<file path="src/rtl/mm3_ctrl_pkg.sv">
// mm3_ctrl_pkg: shared constants and payload types for the mm3 dot-product
// flow-control wrapper.
//   - Default BITS / LATENCY / FIFO_DEPTH / TAG_W values.
//   - The shift-line entry, FIFO entry and operand-set payload structs.
//     These are sized from the package widths, so a build that uses them
//     runs with BITS = MM3_BITS and TAG_W = MM3_TAG_W.
package mm3_ctrl_pkg;

  localparam int unsigned MM3_BITS       = 32;
  localparam int unsigned MM3_LATENCY    = 13;
  localparam int unsigned MM3_FIFO_DEPTH = 16;
  localparam int unsigned MM3_TAG_W      = 4;
  localparam int unsigned MM3_PERF_W     = 32;

  // One stage of the in-flight tracking line.
  typedef struct packed {
    logic                 vld;
    logic [MM3_TAG_W-1:0] tag;
  } sl_entry_t;

  // One buffered result.
  typedef struct packed {
    logic [MM3_BITS-1:0]  data;
    logic [MM3_TAG_W-1:0] tag;
  } fifo_entry_t;

  // Operand set presented to the datapath.
  typedef struct packed {
    logic [MM3_BITS-1:0] a1;
    logic [MM3_BITS-1:0] a2;
    logic [MM3_BITS-1:0] a3;
    logic [MM3_BITS-1:0] b1;
    logic [MM3_BITS-1:0] b2;
    logic [MM3_BITS-1:0] b3;
  } op_set_t;

  function automatic bit is_pow2(input int unsigned v);
    return (v != 0) && ((v & (v - 1)) == 0);
  endfunction

endpackage

</file>
<file path="src/rtl/mm3_ctrl_fifo.sv">
// mm3_ctrl_fifo: synchronous first-word-fall-through result FIFO.
//   clock, reset   : clock and synchronous active-high reset
//   wr_en, wr_data : push an entry (caller guarantees not full)
//   rd_en          : pop the head (caller guarantees not empty)
//   rd_data_c      : head entry, valid whenever count != 0
//   count          : current occupancy (registered)
// Pointers are log2(DEPTH) bits wide so they wrap modulo DEPTH for free.
module mm3_ctrl_fifo
  import mm3_ctrl_pkg::*;
#(
  parameter int unsigned DEPTH = MM3_FIFO_DEPTH,
  parameter int unsigned CNT_W = $clog2(DEPTH + 1)
) (
  input  logic             clock,
  input  logic             reset,
  input  logic             wr_en,
  input  fifo_entry_t      wr_data,
  input  logic             rd_en,
  output fifo_entry_t      rd_data_c,
  output logic [CNT_W-1:0] count
);

  localparam int unsigned PTR_W = (DEPTH > 1) ? $clog2(DEPTH) : 1;

  fifo_entry_t      mem_q [DEPTH];
  logic [PTR_W-1:0] wr_ptr_q, wr_ptr_d;
  logic [PTR_W-1:0] rd_ptr_q, rd_ptr_d;
  logic [CNT_W-1:0] cnt_q, cnt_d;

  // Pointer / occupancy next state.
  always_comb begin
    wr_ptr_d = wr_ptr_q;
    rd_ptr_d = rd_ptr_q;
    if (wr_en) wr_ptr_d = wr_ptr_q + PTR_W'(1);
    if (rd_en) rd_ptr_d = rd_ptr_q + PTR_W'(1);
    cnt_d = cnt_q + CNT_W'(wr_en) - CNT_W'(rd_en);
  end

  always_ff @(posedge clock) begin
    if (reset) begin
      wr_ptr_q <= '0;
      rd_ptr_q <= '0;
      cnt_q    <= '0;
    end else begin
      wr_ptr_q <= wr_ptr_d;
      rd_ptr_q <= rd_ptr_d;
      cnt_q    <= cnt_d;
    end
  end

  // Storage needs no reset; the count qualifies every read.
  always_ff @(posedge clock) begin
    if (wr_en) mem_q[wr_ptr_q] <= wr_data;
  end

  assign rd_data_c = mem_q[rd_ptr_q];
  assign count     = cnt_q;

endmodule

</file>
<file path="src/rtl/mm3_ctrl.sv">
// mm3_ctrl: flow-control wrapper for the fixed-latency 3-term FP dot-product
// datapath. Accepts operand sets on a valid/ready handshake, registers them
// into the datapath, tracks in-flight ops on a {vld, tag} shift line and
// captures results into a FWFT FIFO. Credits (in flight + buffered <=
// FIFO_DEPTH) guarantee the FIFO never overflows, so the datapath never stalls.
//   clock, reset          : clock, synchronous active-high reset
//   in_valid/in_ready     : operand handshake; in_a*/in_b*/in_tag payload
//   dp_a*/dp_b*           : registered operands to the datapath (0 when idle)
//   dp_result             : datapath output, LATENCY cycles after dp_* edge
//   out_valid/out_ready   : result handshake; out_data/out_tag at FIFO head
//   busy                  : anything in flight or buffered
// Optional: define MM3_CTRL_PERF_EN to add perf_issued, perf_completed and
// perf_stall saturating 32-bit counters.
module mm3_ctrl
  import mm3_ctrl_pkg::*;
#(
  parameter int unsigned BITS       = MM3_BITS,
  parameter int unsigned LATENCY    = MM3_LATENCY,
  parameter int unsigned FIFO_DEPTH = MM3_FIFO_DEPTH,
  parameter int unsigned TAG_W      = MM3_TAG_W
) (
  input  logic             clock,
  input  logic             reset,
  input  logic             in_valid,
  output logic             in_ready,
  input  logic [BITS-1:0]  in_a1,
  input  logic [BITS-1:0]  in_a2,
  input  logic [BITS-1:0]  in_a3,
  input  logic [BITS-1:0]  in_b1,
  input  logic [BITS-1:0]  in_b2,
  input  logic [BITS-1:0]  in_b3,
  input  logic [TAG_W-1:0] in_tag,
  output logic [BITS-1:0]  dp_a1,
  output logic [BITS-1:0]  dp_a2,
  output logic [BITS-1:0]  dp_a3,
  output logic [BITS-1:0]  dp_b1,
  output logic [BITS-1:0]  dp_b2,
  output logic [BITS-1:0]  dp_b3,
  input  logic [BITS-1:0]  dp_result,
  output logic             out_valid,
  input  logic             out_ready,
  output logic [BITS-1:0]  out_data,
  output logic [TAG_W-1:0] out_tag,
`ifdef MM3_CTRL_PERF_EN
  output logic [MM3_PERF_W-1:0] perf_issued,
  output logic [MM3_PERF_W-1:0] perf_completed,
  output logic [MM3_PERF_W-1:0] perf_stall,
`endif
  output logic             busy
);

  localparam int unsigned CNT_W = $clog2(FIFO_DEPTH + 1);

  // Elaboration-time parameter guards.
  if (LATENCY == 0) begin : g_bad_latency
    $error("mm3_ctrl: LATENCY must be >= 1");
  end
  if (!is_pow2(FIFO_DEPTH) || FIFO_DEPTH < 2) begin : g_bad_depth
    $error("mm3_ctrl: FIFO_DEPTH must be a power of two >= 2");
  end
  if (BITS != MM3_BITS || TAG_W != MM3_TAG_W) begin : g_bad_width
    $error("mm3_ctrl: BITS/TAG_W must match the mm3_ctrl_pkg payload widths");
  end

  logic             fire;
  logic             pop;
  logic             sl_exit;
  logic [CNT_W-1:0] fifo_cnt;
  logic [CNT_W:0]   credit_used;
  fifo_entry_t      fifo_wr;
  fifo_entry_t      fifo_head;

  sl_entry_t        sl_q [LATENCY];
  sl_entry_t        sl_d [LATENCY];
  op_set_t          dp_q, dp_d;
  logic [CNT_W-1:0] inflight_q, inflight_d;

  assign credit_used = {1'b0, inflight_q} + {1'b0, fifo_cnt};
  assign in_ready    = credit_used < (CNT_W + 1)'(FIFO_DEPTH);
  assign fire        = in_valid & in_ready;
  assign pop         = out_valid & out_ready;
  assign sl_exit     = sl_q[LATENCY-1].vld;

  // Operand issue, shift-line advance and in-flight accounting.
  always_comb begin
    dp_d = '0;
    if (fire) begin
      dp_d = '{a1: in_a1, a2: in_a2, a3: in_a3, b1: in_b1, b2: in_b2, b3: in_b3};
    end
    sl_d[0] = '{vld: fire, tag: in_tag};
    for (int unsigned i = 1; i < LATENCY; i++) begin
      sl_d[i] = sl_q[i-1];
    end
    inflight_d = inflight_q + CNT_W'(fire) - CNT_W'(sl_exit);
  end

  always_ff @(posedge clock) begin
    if (reset) begin
      dp_q       <= '0;
      inflight_q <= '0;
      for (int unsigned i = 0; i < LATENCY; i++) begin
        sl_q[i] <= '0;
      end
    end else begin
      dp_q       <= dp_d;
      inflight_q <= inflight_d;
      for (int unsigned i = 0; i < LATENCY; i++) begin
        sl_q[i] <= sl_d[i];
      end
    end
  end

  assign dp_a1 = dp_q.a1;
  assign dp_a2 = dp_q.a2;
  assign dp_a3 = dp_q.a3;
  assign dp_b1 = dp_q.b1;
  assign dp_b2 = dp_q.b2;
  assign dp_b3 = dp_q.b3;

  // Result capture: the exiting shift-line entry qualifies dp_result.
  assign fifo_wr = '{data: dp_result, tag: sl_q[LATENCY-1].tag};

  mm3_ctrl_fifo #(
    .DEPTH (FIFO_DEPTH),
    .CNT_W (CNT_W)
  ) u_fifo (
    .clock     (clock),
    .reset     (reset),
    .wr_en     (sl_exit),
    .wr_data   (fifo_wr),
    .rd_en     (pop),
    .rd_data_c (fifo_head),
    .count     (fifo_cnt)
  );

  assign out_valid = fifo_cnt != '0;
  assign out_data  = fifo_head.data;
  assign out_tag   = fifo_head.tag;
  assign busy      = (inflight_q != '0) | (fifo_cnt != '0);

`ifdef MM3_CTRL_PERF_EN
  logic [MM3_PERF_W-1:0] perf_issued_q, perf_issued_d;
  logic [MM3_PERF_W-1:0] perf_completed_q, perf_completed_d;
  logic [MM3_PERF_W-1:0] perf_stall_q, perf_stall_d;

  // Saturating event counters.
  always_comb begin
    perf_issued_d    = perf_issued_q;
    perf_completed_d = perf_completed_q;
    perf_stall_d     = perf_stall_q;
    if (fire && perf_issued_q != '1) begin
      perf_issued_d = perf_issued_q + MM3_PERF_W'(1);
    end
    if (pop && perf_completed_q != '1) begin
      perf_completed_d = perf_completed_q + MM3_PERF_W'(1);
    end
    if (in_valid && !in_ready && perf_stall_q != '1) begin
      perf_stall_d = perf_stall_q + MM3_PERF_W'(1);
    end
  end

  always_ff @(posedge clock) begin
    if (reset) begin
      perf_issued_q    <= '0;
      perf_completed_q <= '0;
      perf_stall_q     <= '0;
    end else begin
      perf_issued_q    <= perf_issued_d;
      perf_completed_q <= perf_completed_d;
      perf_stall_q     <= perf_stall_d;
    end
  end

  assign perf_issued    = perf_issued_q;
  assign perf_completed = perf_completed_q;
  assign perf_stall     = perf_stall_q;
`endif

endmodule
</file>
<file path="config.mk">
export PLATFORM = sky130hd
export DESIGN_NAME = mm3_ctrl
export DESIGN_NICKNAME = d
export VERILOG_FILES = /design/src/rtl/mm3_ctrl_pkg.sv /design/src/rtl/mm3_ctrl_fifo.sv /design/src/rtl/mm3_ctrl.sv
export SDC_FILE = /design/constraint.sdc
export NUM_CORES = 1
export LEC_CHECK = 0
export BUFFER_PORTS_ARGS = -buffer_cell sky130_fd_sc_hd__buf_2
export CORE_UTILIZATION = 50
export DETAILED_ROUTE_END_ITERATION = 10
export PLACE_DENSITY = 0.71
export SLEW_MARGIN = 20
export SYNTH_ARGS = -nofsm -noshare
export SYNTH_HDL_FRONTEND = slang
export SYNTH_HIERARCHICAL = 1
export SYNTH_SLANG_ARGS = --single-unit
</file>
<file path="constraint.sdc">
create_clock -name clock -period 7.6 [get_ports clock]
set_input_delay 0 -clock clock [delete_from_list [all_inputs] [get_ports clock]]
set_output_delay 0 -clock clock [all_outputs]
set_load 0.01 [all_outputs]
</file>
==> results.yml <==
outcome:
  status: "finished, final reports clean"
detailed_routing:
  vias: 17460
  drtPass1Iterations: 5
  drtIter0Drc: 1464
  drc: 0
  postRouteAntennaNets: 0
  via_per_inst: 5.502
  wl_per_cell_um: 26.71
  drt_wl_total_um: 84760
grt:
  grt_use_met3_pct: 7.499
  grt_usage_pct: 27.54
  grt_pass1_wl_um: 123800
  grt_max_degree: 143
  busiest_layer: "met2"
  grt_pass1_vias: 18470
  gr-usage-met2_pct: 44.31
  antenna_found_initial: 21
  overflow: 0
  grtUsageMet1_pct: 36.37
setup_path:
  critPathKind: "reg2out"
  critPathArrivalTime_ps: 3650
  endpoint_kind: "primary output"
  cp-start-kind: "register"
  critPathRequiredTime_ps: 7600
  critPathSlowestCell: "dfxtp_4"
  critPathTopFamily: "flip-flops"
  cp_cell_sequence: "buf_12 -> mux4_2 -> a22oi_1 -> nand2_1 -> buf_2"
  crit_buf_inv: 2
  worstPathMaxFanout: 96
  max_stage_delay_ps: 980
sta:
  setup_viol: 0
  final.setup.tns_ps: 0
  rsz0062_at_grt: "no"
  timing.hold.ws_ps: 61.43
  fin_worst_skew_ps: 35.55
  fin_crit_ps: 3650
  final_max_slew_viol_count: 0
  hold_viol: 0
  fmax_mhz: 274.0
  period_share_pct: 48.03
  relSlewSlack_pct: 25.17
  worst_pin_slew_ps: 1122
yosys:
  synthTopCellsByArea: "edfxtp_1 (56%), dfxtp_1 (18%), mux4_2 (11%), nor3b_2 (4.0%), nor3b_1 (2.2%)"
  synth-seq-cells: 855
  avgSynthCellArea_um2: 19.21
  ys_seq_area_share_pct: 74.73
  synth_nets: 1848
  yosys_warnings: 6
  synth.largest_area_cell: "edfxtp_1"
  netlist_area_um2: 30620
  synth_cell_types: 36
  yosys.area.top_type_share_pct: 56.49
  syn_inst: 1594
clock_tree:
  cts_buffers: 87
  cts_sinks: 855
  cts_root_buf: "clkbuf_16"
  cts_tree: "yes"
  clkTransAtPathRegs_ps: 60
  cts_htree_levels: 3
  clk_latency_ps: 650
  post-cts-setup-buffer-count: 0
  cts_buffer_depth: 3
power:
  leakage_nw: 14.21
  powerDensity_nw_per_um2: 299.8
  ir_drop_mv: 0.2115
  finalPower_mw: 11.69
floorplan:
  die_height_um: 249.5
  core_um2: 60470
  placementRows: 90
  die_width_um: 249.5
  die_area_um2: 62230
  ios: 463
  initial_utilization_pct: 50.64
placement:
  place_congestion: 1.028
  port_buffers: 462
  place_hpwl_um: 49790
  placed_cells: 2767
worst_hold_path:
  hp-class: "in2reg"
cells_and_area:
  regArea_um2: 22890
  nFillCells: 4155
  drive_gt1_share_pct: 37.25
  area_growth_pct: 27.33
  layout.nets: 2563
  multi_input_comb_area_um2: 7184
  fin_cells: 3173
flow_run:
  max-cap-violations: 0
[cells by family after synthesis]
logic type	share of synthesized area [%]
and+or+nand+nor	9.276
DFF	74.73
xor gates and xnor gates	0.3432
adders and majority gates	0.9480
muxes	10.66
buffers and inverters	2.015
AOI/OAI and AO/OA	2.031
[cell type report]
| type | count | area share (%) |
|---|---|---|
| clock inverter | 37 | 1.451 |
| tap | 782 | 2.510 |
| timing repair buffer | 724 | 12.59 |
| inverter | 16 | 0.1540 |
| multi-input combinational | 625 | 18.43 |
| clock buffer | 124 | 6.101 |
| sequential | 855 | 58.71 |
| antenna | 10 | 0.06418 |
[per-stage QoR]
step                      utilization, %  setup WS (ps)  cell area, um^2
after CTS                          64.36           3760            38920
after floorplan                        -           4979            30620
after global placement             55.63           4493            33640
after global routing               64.47           3607            38980
after detailed placement           55.63           4445            33640
final                              64.48           3950            38990
[routing by layer]
layer,share of wire (%),wire length (um)
met1,40,33800
met2,48,40930
met3,8.6,7309
met4,3.1,2664
met5,0.074,63
[report_power, final]
group          switching (mW)  total [mW]  leakage [nW]  internal, mW
combinational            1.01        2.01          5.29          1.00
sequential              0.197        5.33          7.50          5.13
clock                    1.80        4.35          1.41          2.55
total                    3.00        11.7          14.2          8.68
[worst register-to-register path: cells and delay by family, from the launching register on]
kind,cells,cell delay [ps]
adder cells (fa/ha/maj),1,310
flip-flops,1,340
buffers and inverters,2,1650
AND/OR/NAND/NOR,2,390
AO/OA/AOI/OAI,1,160
[registers in the layout, indices dropped and copies added, names as in the netlist, named ones only]
name / count
u_fifo/rd_ptr_q: 4
u_fifo/wr_ptr_q: 4
dp_a3: 32
sl_q: 65
dp_a1: 32
inflight_q: 5
dp_a2: 32
u_fifo/count: 5
dp_b2: 32
dp_b1: 32
u_fifo/mem_q: 576
dp_b3: 32
[cell usage after synthesis]
library cell,instances
edfxtp_1,576
fa_1,2
buf_4,4
nand4_1,4
mux2i_1,2
or4_1,1
nor3_4,1
o21ai_0,1
xor2_1,7
a21o_1,2
dfxtp_1,279
a22oi_1,72
buf_1,4
and3_1,1
and2_1,17
nand2_1,40
clkbuf_1,41
and3b_1,1
nor2b_1,72
a21boi_2,1
nor3b_1,91
nor2_1,25
xnor2_1,5
ha_1,20
nand2_2,1
nor3b_2,99
mux4_2,144
a31o_2,1
buf_6,18
buf_2,31
inv_1,16
nor2b_2,1
a21oi_1,6
a2111o_1,1
nand3_1,4
nand2b_1,3
[path summary, 6_finish.rpt]
path	start	to	slack, ps	depth (start not counted)
worst max-delay path	register	out_data[3]	3950	5
worst max register to register	u_fifo/count[2]$_SDFF_PP0_	dp_b2[7]$_SDFF_PP0_	4620	6
worst min register to register	sl_q[1][17]$_SDFF_PP0_	sl_q[1][22]$_SDFF_PP0_	430	1
worst min-delay path	reset	sl_q[0][28]$_SDFF_PP0_	60	3
[cells in the final DEF, fill, tap and decap left out, drive strengths merged, types with 2 or more instances in the layout]
cell	instances
clkinvlp	4
mux2i	2
fa	2
bufinv	10
clkinv	19
nor2b	73
inv	20
nor2	25
edfxtp	576
a22oi	72
nand2	41
a21o	2
buf	491
and2	17
diode	10
nand4	4
nand3	4
xor2	7
dfxtp	279
a21oi	6
nand2b	3
dlygate4sd3	233
clkbuf	124
xnor2	5
mux4	144
ha	20
nor3b	190
[repair_timing]
item,4_1_cts,5_1_grt
hold endpoints to repair,713,0
hold buffers,233,0
gates resized for setup,0,0
No activity file was read; power rests on OpenSTA's default activity.
